[config.mk]
export PLATFORM = sky130hd
export DESIGN_NAME = text_banner_render
export DESIGN_NICKNAME = d
export VERILOG_FILES = /design/src/rtl/text_banner_render.sv
export SDC_FILE = /design/constraint.sdc
export NUM_CORES = 1
export LEC_CHECK = 0
export BUFFER_PORTS_ARGS = -buffer_cell sky130_fd_sc_hd__buf_2
export CORE_ASPECT_RATIO = 1.75
export CORE_UTILIZATION = 30
export DETAILED_ROUTE_END_ITERATION = 16
export HOLD_SLACK_MARGIN = 0.03
export SKIP_LAST_GASP = 1
export SYNTH_ARGS = -nofsm -noshare
export SYNTH_HDL_FRONTEND = slang
export SYNTH_SLANG_ARGS = --single-unit
[constraint.sdc]
create_clock -name clk -period 15.8 [get_ports clk]
set_clock_uncertainty 0.05 [all_clocks]
set_input_delay 0.79 -clock clk [delete_from_list [all_inputs] [get_ports clk]]
set_output_delay 0.79 -clock clk [all_outputs]
set_load 0.03 [all_outputs]
[src/rtl/text_banner_render.sv]
// Text banner renderer: fetches one bitmap row per scan line into a line
// buffer during horizontal blank, then maps screen pixels onto buffer bits
// with optional pixel replication, horizontal scrolling and blinking.
module text_banner_render #(
    parameter int          WIDTH        = 210,
    parameter int          ROWS         = 25,
    parameter int          SCALE_LOG2   = 0,
    parameter int          X0           = 16,
    parameter int          Y0           = 32,
    parameter int          H_LOAD       = 640,
    parameter int          V_TOTAL      = 525,
    parameter int          SCROLL_STEP  = 1,
    parameter int          BLINK_FRAMES = 30,
    parameter logic [7:0]  FG           = 8'hFF,
    parameter logic [7:0]  BG           = 8'h00
) (
    input  logic             clk,
    input  logic             reset,
    input  logic [9:0]       pixel_x,
    input  logic [9:0]       pixel_y,
    input  logic             video_on,
    input  logic             frame_tick,
    input  logic             scroll_en,
    input  logic             blink_en,
    output logic [7:0]       rom_addr,
    input  logic [WIDTH-1:0] rom_data,
    output logic             text_on,
    output logic [7:0]       rgb
);

    localparam int OW = $clog2(WIDTH);
    localparam int FW = (BLINK_FRAMES > 1) ? $clog2(BLINK_FRAMES) : 1;

    // All coordinate arithmetic is done at 16 bits so that the window end
    // (up to X0 + 4*WIDTH) and the unwrapped column sum never overflow.
    localparam logic [15:0] X0_W     = 16'(X0);
    localparam logic [15:0] Y0_W     = 16'(Y0);
    localparam logic [15:0] XEND_W   = 16'(X0 + (WIDTH << SCALE_LOG2));
    localparam logic [15:0] YEND_W   = 16'(Y0 + (ROWS << SCALE_LOG2));
    localparam logic [15:0] HLOAD_W  = 16'(H_LOAD);
    localparam logic [15:0] HLOAD1_W = 16'(H_LOAD + 1);
    localparam logic [15:0] VLAST_W  = 16'(V_TOTAL - 1);
    localparam logic [15:0] WIDTH_W  = 16'(WIDTH);
    localparam logic [15:0] WLAST_W  = 16'(WIDTH - 1);
    localparam logic [15:0] STEP_W   = 16'(SCROLL_STEP);
    localparam logic [FW-1:0] FLAST  = FW'(BLINK_FRAMES - 1);

    logic [WIDTH-1:0] linebuf;
    logic             line_valid;
    logic [OW-1:0]    offset;
    logic [FW-1:0]    frame_cnt;
    logic             blink_phase;

    logic [15:0] px, py, ny, ny_rel, row;
    logic [15:0] col_rel, col_sum, col, bidx_full, off_sum, off_next;
    logic [OW-1:0] bidx;
    logic fetch, load, ny_ok, in_win, lit_next;

    // Line-fetch geometry, column mapping and the next-cycle pixel decision.
    always_comb begin
        px        = {6'd0, pixel_x};
        py        = {6'd0, pixel_y};
        fetch     = (px == HLOAD_W);
        load      = (px == HLOAD1_W);
        ny        = (py == VLAST_W) ? 16'd0 : py + 16'd1;
        ny_rel    = ny - Y0_W;
        row       = ny_rel >> SCALE_LOG2;
        ny_ok     = (ny >= Y0_W) && (ny < YEND_W);
        col_rel   = (px - X0_W) >> SCALE_LOG2;
        col_sum   = col_rel + {{(16-OW){1'b0}}, offset};
        col       = (col_sum >= WIDTH_W) ? col_sum - WIDTH_W : col_sum;
        bidx_full = WLAST_W - col;
        bidx      = bidx_full[OW-1:0];
        in_win    = video_on && line_valid && (px >= X0_W) && (px < XEND_W);
        lit_next  = in_win && linebuf[bidx] && !(blink_en && blink_phase);
        off_sum   = {{(16-OW){1'b0}}, offset} + STEP_W;
        off_next  = (off_sum >= WIDTH_W) ? off_sum - WIDTH_W : off_sum;
    end

    // Row fetch at H_LOAD, buffer capture one cycle later; both hold otherwise.
    always_ff @(posedge clk) begin
        if (reset) begin
            rom_addr   <= '0;
            line_valid <= 1'b0;
            linebuf    <= '0;
        end else begin
            if (fetch) begin
                rom_addr   <= row[7:0];
                line_valid <= ny_ok;
            end
            if (load) begin
                linebuf <= rom_data;
            end
        end
    end

    // Per-frame scroll offset and blink frame counter.
    always_ff @(posedge clk) begin
        if (reset) begin
            offset      <= '0;
            frame_cnt   <= '0;
            blink_phase <= 1'b0;
        end else if (frame_tick) begin
            if (scroll_en) begin
                offset <= off_next[OW-1:0];
            end
            if (frame_cnt == FLAST) begin
                frame_cnt   <= '0;
                blink_phase <= ~blink_phase;
            end else begin
                frame_cnt <= frame_cnt + 1'b1;
            end
        end
    end

    // Registered pixel outputs, one cycle behind the pixel coordinates.
    always_ff @(posedge clk) begin
        if (reset) begin
            text_on <= 1'b0;
            rgb     <= 8'h00;
        end else begin
            text_on <= lit_next;
            if (lit_next) begin
                rgb <= FG;
            end else if (video_on) begin
                rgb <= BG;
            end else begin
                rgb <= 8'h00;
            end
        end
    end

endmodule

Word-level counts from Yosys, hierarchy flattened
Index checks and enable logic that the tools add are counted.
{ "word_totals": {"input_bits": 236, "output_inout_bits": 17, "elab_cells": 46, "reg_bits": 242} }
{ "classes": {"muxes": 7, "order_cmp": 7, "reduce_logical": 10, "n_eq_ne": 4, "addsub": 9, "bitwise_logic": 1} }
{ "ops": {"columns": ["cell", "n"], "rows": [
  ["$eq A10 B10 Y1 const B", 3],
  ["$mux W8", 3],
  ["$ge A16 B8 Y1 const B", 1],
  ["$add A11 B9 Y12", 1],
  ["$add A10 B1 Y11 const B", 1],
  ["$ge A11 B6 Y1 const B", 1],
  ["$lt A11 B6 Y1 const B", 1],
  ["$mux W11", 1],
  ["$sub A10 B5 Y11 const B", 1],
  ["$ge A10 B5 Y1 const B", 1],
  ["$lt A10 B8 Y1 const B", 1],
  ["$add A8 B1 Y9 const B", 1],
  ["$ge A9 B8 Y1 const B", 1],
  ["$lt A8 B9 Y1 const B", 1],
  ["$bmux W1 S8", 1],
  ["$sub A8 B6 Y8 const B", 1],
  ["$sub A8 B7 Y8 const B", 1],
  ["$sub A8 B8 Y8 const A", 1],
  ["$sub A8 B8 Y8 const B", 1],
  ["$logic_and A1 B1 Y1", 7],
  ["$add A5 B1 Y5 const B", 1],
  ["$eq A5 B5 Y1 const B", 1],
  ["$mux W5", 1],
  ["$reduce_and A2 Y1", 2],
  ["3 further kinds", 3]
]} }

Logic depth before layout (Yosys ltp)
Gate-level depths: netlist of the first run.
{ "logic_depth": {"depth_word": 10, "ltp_mapped": 28} }

Worst setup path after synthesis of the first run
No wires, ideal clock.
{ "synth_path": {"path_kind": "input -> register", "startpoint": "in pixel_x[0]", "endpoint": "reg rgb[6]", "arrival_time_ps": 6892, "setup_ps": 130, "setup_slack_ps": 8728, "path_buffers": 5, "stages": 23, "cell_sequence": "ha_1 > inv_1 > fa_1 > buf_2 > inv_1 > ha_1 > nor2b_1 > or4b_1 > a31oi_2 > or2_4 > nand2_4 > xnor2_4 > inv_1 > buf_2 > ha_1 > clkbuf_1 > clkbuf_1 > buf_1 > mux4_2 > mux4_2 > and2b_1 > a2111oi_2 > nor4_2"} }
{ "synth_via": {"elab_chain_cells": 10, "word_cells_on_any_way": 15, "cone_classes": "add/sub: 4; order compare: 3; mux: 4; reduce/logical: 4"} }
{ "synth_rtl": {"columns": ["element", "line_no", "text"], "rows": [
  ["start: declaration", "19", "input logic [9:0] pixel_x,"],
  ["$sub A10 B5 Y11", "69", "col_rel = (px - X0_W) >> SCALE_LOG2;"],
  ["$add A11 B9 Y12", "70", "col_sum = col_rel + {{(16-OW){1'b0}}, offset};"],
  ["$ge A16 B8 Y1 / $sub A8 B7 Y8 (equally long branches)", "71", "col = (col_sum >= WIDTH_W) ? col_sum - WIDTH_W : col_sum;"],
  ["$mux W8", "71", null],
  ["$sub A8 B8 Y8", "72", "bidx_full = WLAST_W - col;"],
  ["$bmux W1 S8", "75", "lit_next = in_win && linebuf[bidx] && !(blink_en && blink_phase);"],
  ["$mux W1 (not written as such)", "75", null],
  ["$logic_and A1 B1 Y1 (*) (2 in series)", "75", null],
  ["$mux W8 (*)", "123", "if (lit_next) begin"],
  ["end signal: assignment", "124", "rgb <= FG;"],
  ["end signal: assignment", "126", "rgb <= BG;"],
  ["end signal: assignment", "128", "rgb <= 8'h00;"],
  ["end: declaration", "28", "output logic [7:0] rgb"]
]} }
Every way passes the cells marked *; elsewhere a longest branch is shown, timed or not. The select of a mux whose other input is x is not followed.
A chain may end at the register's enable or synchronous reset.

Worst setup path in the final report of the first run
{ "layout_path": {"startpoint": "reg offset[0]", "endpoint": "reg rgb[6]"} }
{ "layout_via": {"elab_chain_cells": 9, "word_cells_on_any_way": 10, "cone_classes": "add/sub: 3; order compare: 1; mux: 4; reduce/logical: 2"} }
{ "layout_rtl": {"columns": ["element", "line_no", "text"], "rows": [
  ["start: declaration", "50", "logic [OW-1:0] offset;"],
  ["start signal: assignment", "105", "offset <= off_next[OW-1:0];"],
  ["$add A11 B9 Y12 (*)", "70", null],
  ["$ge A16 B8 Y1 / $sub A8 B7 Y8 (equally long branches)", "71", null],
  ["$mux W8 (*)", "71", null],
  ["$sub A8 B8 Y8 (*)", "72", null],
  ["$bmux W1 S8 (*)", "75", null],
  ["$mux W1 (not written as such) (*)", "75", null],
  ["$logic_and A1 B1 Y1 (*) (2 in series)", "75", null],
  ["$mux W8 (*)", "123", null]
]} }
Marks and branches as above.

==> run summary, run 1 <==
Critical Path RT: 16.21 ns
Placeable Area: 39900 sq um
Mapped Cells: 1523
Post-Syn Area: 12100 sq um
clock net sink count: 234
Syn Area/Cell: 7.96 sq um
max-slew violation count: 0
Synth Area in XOR/XNOR: 3.03%
crit path DAT: 8.37 ns
minimum clock period: 7.96 ns
GRT Overall Usage: 17.9%
min-delay worst type: register to register
1st-pass router iterations: 6
unrepaired setup endpoints after global routing: no
clk slew on worst S/H paths: 0.07 ns
largest net degree at the start of global routing: 144
HPWL after DPL: 27200 um
top-area cell type share of the netlist area: 38.6%
vias in the first global route: 11200
Power Total: 1540 uW
Initial Util: 30.4%
Post-CTS Setup Bufs: 0
leakage: 0.00527 uW
final setup fails: 0
Top Ports: 253
Skew-Pair Late Insertion Delay: 0.54 ns
max cap viols: 0
Yosys cell types: 81
# nets final: 1952
WL/cell: 17.1 um
ys flop type: dfxtp_1
status: complete, no violations
Hold Buf Count CTS: 0
GP Congestion: 0.865
initial drt markers: 701
main combinational cell family by area after synthesis: simple AND/OR/NAND/NOR gates
power per cell area: 107 nW/um^2
pre-CTS setup slack: 7.53 ns
Yosys reg bits: 234
Final TNS setup: 0 ns
vias per inst: 5.20
FMAX: 126 MHz
largest cells by area after synthesis: dfxtp_1 (39%), nand2_1 (16%), a21oi_1 (9.9%)
Worst Path Max Fanout: 25
post-synthesis async set-or-reset flop share: 0%
Core Rows: 97
layout cells sized above 1: 21.9%
period utilization: 50.4%
worst setup path category: register to register
worst reg-to-reg setup slack: 7.84 ns
final wirelength: 37600 um
maximum vdd drop: 0.0000717 V
total grt overflow: 0
synthesized-area fraction occupied by adder cells: 2.54%
Min Hold Slack: 0.396 ns
Syn Nets: 1783
simple-gate share of the synthesized area: 22.5%
worst slew pin tran: 1.23 ns
CTS tree: yes
H-tree Lvls: 1
die area: 41300 sq um
DR DRC count: 0
Vias: 11500
Ys Warns: 0
area grow syn2layout: 19.5%
# fillers: 4174
Max-slew headroom: 17.8%
first-pass GRT wire length: 58600 um
root buf cell: clkbuf_16
EDFF count, synth: 0
CTS Buf Count: 24
post-synthesis compound-gate area fraction: 18.6%
worst setup margin: 7.84 ns
die height: 268 um
CP Launch Type: register
Ant. Diodes: 0
Yosys top cell by area: dfxtp_1
post-synthesis sequential area ratio: 38.6%
Die W: 154 um
mux contribution to synthesized area: 10.1%
ANT nets after route: 0
IO Port Bufs: 252
CP Capture Type: register
final hold violations: 0
clock buffer depth: 3
initial antenna violation count: 1
post-cts resize count: 0
final cells by class:
type                    instances  area [sq um]  share of cell area [%]
clock inverters                13           163                    1.12
well taps                     495           619                    4.27
inverters                      21          78.8                   0.544
multi-input cells            1152          6950                    48.0
clock buffers                  30           673                    4.65
repair buffers                259          1320                    9.11
flip-flops and latches        234          4680                    32.3
critical path, cell delays in order (launching register included):
cell      delay [ns]
dfxtp_1         0.50
ha_4            0.20
inv_1           0.05
fa_1            0.75
inv_1           0.23
ha_1            0.25
nor2b_1         0.15
or4b_1          0.52
a31oi_2         0.26
or2_4           0.20
nand2_4         0.13
xnor2_4         0.55
inv_1           0.49
ha_4            0.31
xnor2_2         0.95
o211ai_1        0.24
mux2i_2         0.80
a221oi_1        0.25
a221oi_1        0.34
a211oi_1        0.10
o311a_1         0.34
nor4_2          0.19
Yosys cell counts, types with 7 or more instances:
master	n
nand2_1	504
a211oi_1	7
ha_1	23
mux2i_1	13
a222oi_1	7
a221oi_1	20
a22oi_1	10
nor2_1	37
and3_1	7
nor3_1	17
nand3_1	21
mux4_2	47
buf_2	7
or3_1	8
o21ai_0	29
xnor2_1	19
buf_4	9
clkbuf_1	97
nand4_1	8
inv_1	21
nand2b_1	9
dfxtp_1	234
a21oi_1	239
xor2_1	18
path summary, 6_finish.rpt:
check,startpoint,endpoint,cells past startpoint
max,offset[0],rgb[6],21
min,rom_addr[7],rom_addr[7],2
max reg2reg,offset[0],rgb[6],21
min reg2reg,rom_addr[7],rom_addr[7],2
metrics by stage:
stage	instances	area, sq um	util (%)
2_1_floorplan	1523	12100	-
3_3_place_gp	2161	13700	34.2
3_5_place_dp	2161	13700	34.2
4_1_cts	2204	14500	36.3
5_1_grt	2204	14500	36.3
6_report	2204	14500	36.3
power breakdown:
part | internal (uW) | switching, uW | total [uW]
Clock | 353 | 251 | 603
Sequential | 591 | 1.77 | 593
Combinational | 144 | 203 | 347
sequential cells by signal, indices dropped and copies added, names as in the netlist:
name and cells:
blink_phase 1, line_valid 1, rom_addr 8, linebuf 210, rgb 1, frame_cnt 5, offset 8
layout by cell type (no fill, tap or decap), types with 8 or more instances in the layout:
cell type | netlist | layout
dfxtp_1 | 234 | 234
xor2_1 | 18 | 18
a21oi_1 | 239 | 239
clkbuf_16 | 0 | 24
nand2_1 | 504 | 503
buf_2 | 7 | 251
inv_1 | 21 | 21
nand3_1 | 21 | 21
nand4_1 | 8 | 8
xnor2_1 | 19 | 16
mux4_2 | 47 | 47
o21ai_0 | 29 | 29
a221oi_1 | 20 | 20
mux2i_1 | 13 | 11
nor3_1 | 17 | 17
nand2b_1 | 9 | 9
nor2_1 | 37 | 37
ha_1 | 23 | 21
a22oi_1 | 10 | 10
or3_1 | 8 | 8
logic make-up after synthesis:
group,count (synthesis)
AO/OA/AOI/OAI,374
adder cells (fa/ha/maj),24
multiplexers,63
flip-flops,234
buffers and inverters,137
AND/OR/NAND/NOR,652
XOR/XNOR,39
metal layers:
layer	vias to the layer above	global-route usage [%]	wire length [um]
met2	358	34.7	20400
met3	74	2.08	1680
met1	5416	19.2	14000
met4	0	8.35	1520
met5	-	0	0
li1	5619	-	-
Power figures use the tool's default switching activity.
==> inputs of run 2 (changes only) <==
==> constraint.sdc (replaced) <==
create_clock -name clk -period 6.9 [get_ports clk]
set_clock_uncertainty 0.05 [all_clocks]
set_input_delay 0.345 -clock clk [delete_from_list [all_inputs] [get_ports clk]]
set_output_delay 0.345 -clock clk [all_outputs]
set_load 0.03 [all_outputs]
==> run 2 against run 1 <==
Compared with the run above: global-route usage is 2.3 points higher; register-to-register slack worse by 7.0 ns; via count is 9.2% higher; critical path type unchanged; highest routed layer unchanged; combinational power grew to 2.8 times the previous value; final area is 14% higher; clock power is 110% higher.
==> run summary, run 2 (synthesized netlist as in run 1, its figures left out) <==
Hold Path Origin: rom_data[128] (was rom_addr[7])
DR DRC count: 0 (unchanged)
clk slew on worst S/H paths: 0.06 ns (was 0.07 ns)
vias in the first global route: 12800 (was 11200)
final hold violations: 0 (unchanged)
CP Capture Type: register (unchanged)
max cap viols: 0 (unchanged)
H-tree Lvls: 1 (unchanged)
Die W: 154 um (unchanged)
worst setup path category: register to register (unchanged)
worst reg-to-reg path cell count: 20 (was 21)
final setup fails: 0 (unchanged)
area grow syn2layout: 36.5% (was 19.5%)
CP Launch Type: register (unchanged)
period utilization: 87.7% (was 50.4%)
Vias: 12500 (was 11500)
Ant. Diodes: 0 (unchanged)
root buf cell: clkbuf_16 (unchanged)
FMAX: 165 MHz (was 126 MHz)
# nets final: 2167 (was 1952)
initial antenna violation count: 0 (was 1)
Min-Delay Endpoint: linebuf[128] (was rom_addr[7])
IO Port Bufs: 252 (unchanged)
Final TNS setup: 0 ns (unchanged)
unrepaired setup endpoints after global routing: no (unchanged)
minimum clock period: 6.05 ns (was 7.96 ns)
Core Rows: 97 (unchanged)
largest net degree at the start of global routing: 99 (was 144)
total grt overflow: 0 (unchanged)
crit path DAT: 6.44 ns (was 8.37 ns)
max-slew violation count: 0 (unchanged)
hold path depth: 3 (was 2)
Min Hold Slack: 0.0531 ns (was 0.396 ns)
layout cells sized above 1: 20.0% (was 21.9%)
status: complete, no violations (unchanged)
CTS Buf Count: 24 (unchanged)
Worst Path Max Fanout: 27 (was 25)
Hold Buf Count CTS: 202 (was 0)
reg-to-reg critical path endpoint: rgb[6] (unchanged)
min-delay worst type: primary input to register (was register to register)
clock net sink count: 234 (unchanged)
Post-CTS Setup Bufs: 0 (unchanged)
Initial Util: 30.4% (unchanged)
Critical R2R Launch: offset[0] (unchanged)
leakage: 0.00615 uW (was 0.00527 uW)
Skew-Pair Late Insertion Delay: 0.57 ns (was 0.54 ns)
CTS tree: yes (unchanged)
die area: 41300 sq um (unchanged)
first-pass GRT wire length: 65800 um (was 58600 um)
Critical Path RT: 7.29 ns (was 16.21 ns)
GP Congestion: 0.842 (was 0.865)
die height: 268 um (unchanged)
Placeable Area: 39900 sq um (unchanged)
final wirelength: 42100 um (was 37600 um)
Top Ports: 253 (unchanged)
ANT nets after route: 0 (unchanged)
# fillers: 3906 (was 4174)
most common cell after layout, fill and taps aside: nand2_1 (unchanged)
vias per inst: 5.18 (was 5.20)
1st-pass router iterations: 7 (was 6)
Power Total: 3620 uW (was 1540 uW)
post-cts resize count: 0 (unchanged)
maximum vdd drop: 0.000191 V (was 0.0000717 V)
Regs by FF count: linebuf x210, offset x8, rom_addr x8 (unchanged)
Max-slew headroom: 23.8% (was 17.8%)
WL/cell: 17.4 um (was 17.1 um)
worst slew pin tran: 1.14 ns (was 1.23 ns)
power per cell area: 219 nW/um^2 (was 107 nW/um^2)
clock buffer depth: 3 (unchanged)
worst reg-to-reg setup slack: 0.85 ns (was 7.84 ns)
HPWL after DPL: 28600 um (was 27200 um)
initial drt markers: 704 (was 701)
Largest register FFs: 210 (unchanged)
GRT Overall Usage: 20.2% (was 17.9%)
Largest Register: linebuf (unchanged)
commonest non-fill, non-tap cells in the layout: nand2_1 (503), buf_2 (251), a21oi_1 (239) (unchanged)
==> run 2: changes by cell type in the layout (fill, tap and decap cells not counted), sizes merged <==
cell | previous run | this run
dlygate4sd3 | 0 | 202
buf | 259 | 272
bufinv | 3 | 1
clkinv | 6 | 8
clkinvlp | 3 | 2
inv | 22 | 21
==> run 2: layout make-up <==
type	instances	area (sq um)	area share, %
Multi-Input combinational cell	1152	6950	42.0
Inverter	21	78.8	0.476
Tap cell	495	619	3.74
Timing Repair Buffer	474	3450	20.9
Sequential cell	234	4680	28.3
Clock inverter	11	114	0.688
Clock buffer	30	653	3.95
==> run 2: report_power, final <==
group          internal [uW]  switching [uW]  total (uW)
Clock                    713             581        1290
Combinational            441             526         967
Sequential              1350            3.94        1360
==> run 2: critical path: stages, from the launching register on <==
cell,delay (ns)
dfxtp_1,0.49
ha_4,0.20
inv_1,0.05
fa_1,0.51
inv_1,0.14
ha_1,0.22
nor2b_1,0.14
or4b_1,0.49
a31oi_2,0.29
or2_4,0.22
nand2_4,0.13
xnor2_4,0.17
inv_1,0.10
ha_4,0.67
mux4_2,0.61
a221o_1,0.36
a222oi_1,0.45
a21oi_1,0.13
o2111ai_1,0.22
o311a_1,0.25
nor4_2,0.06
==> run 2: metrics by stage <==
step	worst slack, ns	std cells	utilization (%)	cell area [sq um]
floorplan	0.173	1523	-	12100
global placement	0.796	2174	34.5	13800
detailed placement	0.704	2174	34.5	13800
CTS	0.760	2417	41.5	16600
global route	0.438	2417	41.5	16600
finish	0.847	2417	41.5	16600
==> run 2: metal layers <==
| layer | up-vias | part of all wire (%) | track usage (%) |
|---|---|---|---|
| met5 | - | 0 | 0 |
| met4 | 0 | 6.6 | 13.4 |
| met3 | 157 | 3.9 | 2.29 |
| met2 | 411 | 53 | 38.4 |
| met1 | 5901 | 36 | 20.7 |
| li1 | 6050 | - | - |
==> run 2: how the worst max path moves through the flow <==
stage	cells after the start	startpoint	end
after floorplan	23	offset[0]	rgb[6]
after global placement	24	pixel_x[4]	rgb[6]
after detailed placement	24	pixel_x[4]	rgb[6]
after CTS	23	offset[0]	rgb[6]
after global routing	23	offset[0]	rgb[6]
final	20	offset[0]	rgb[6]
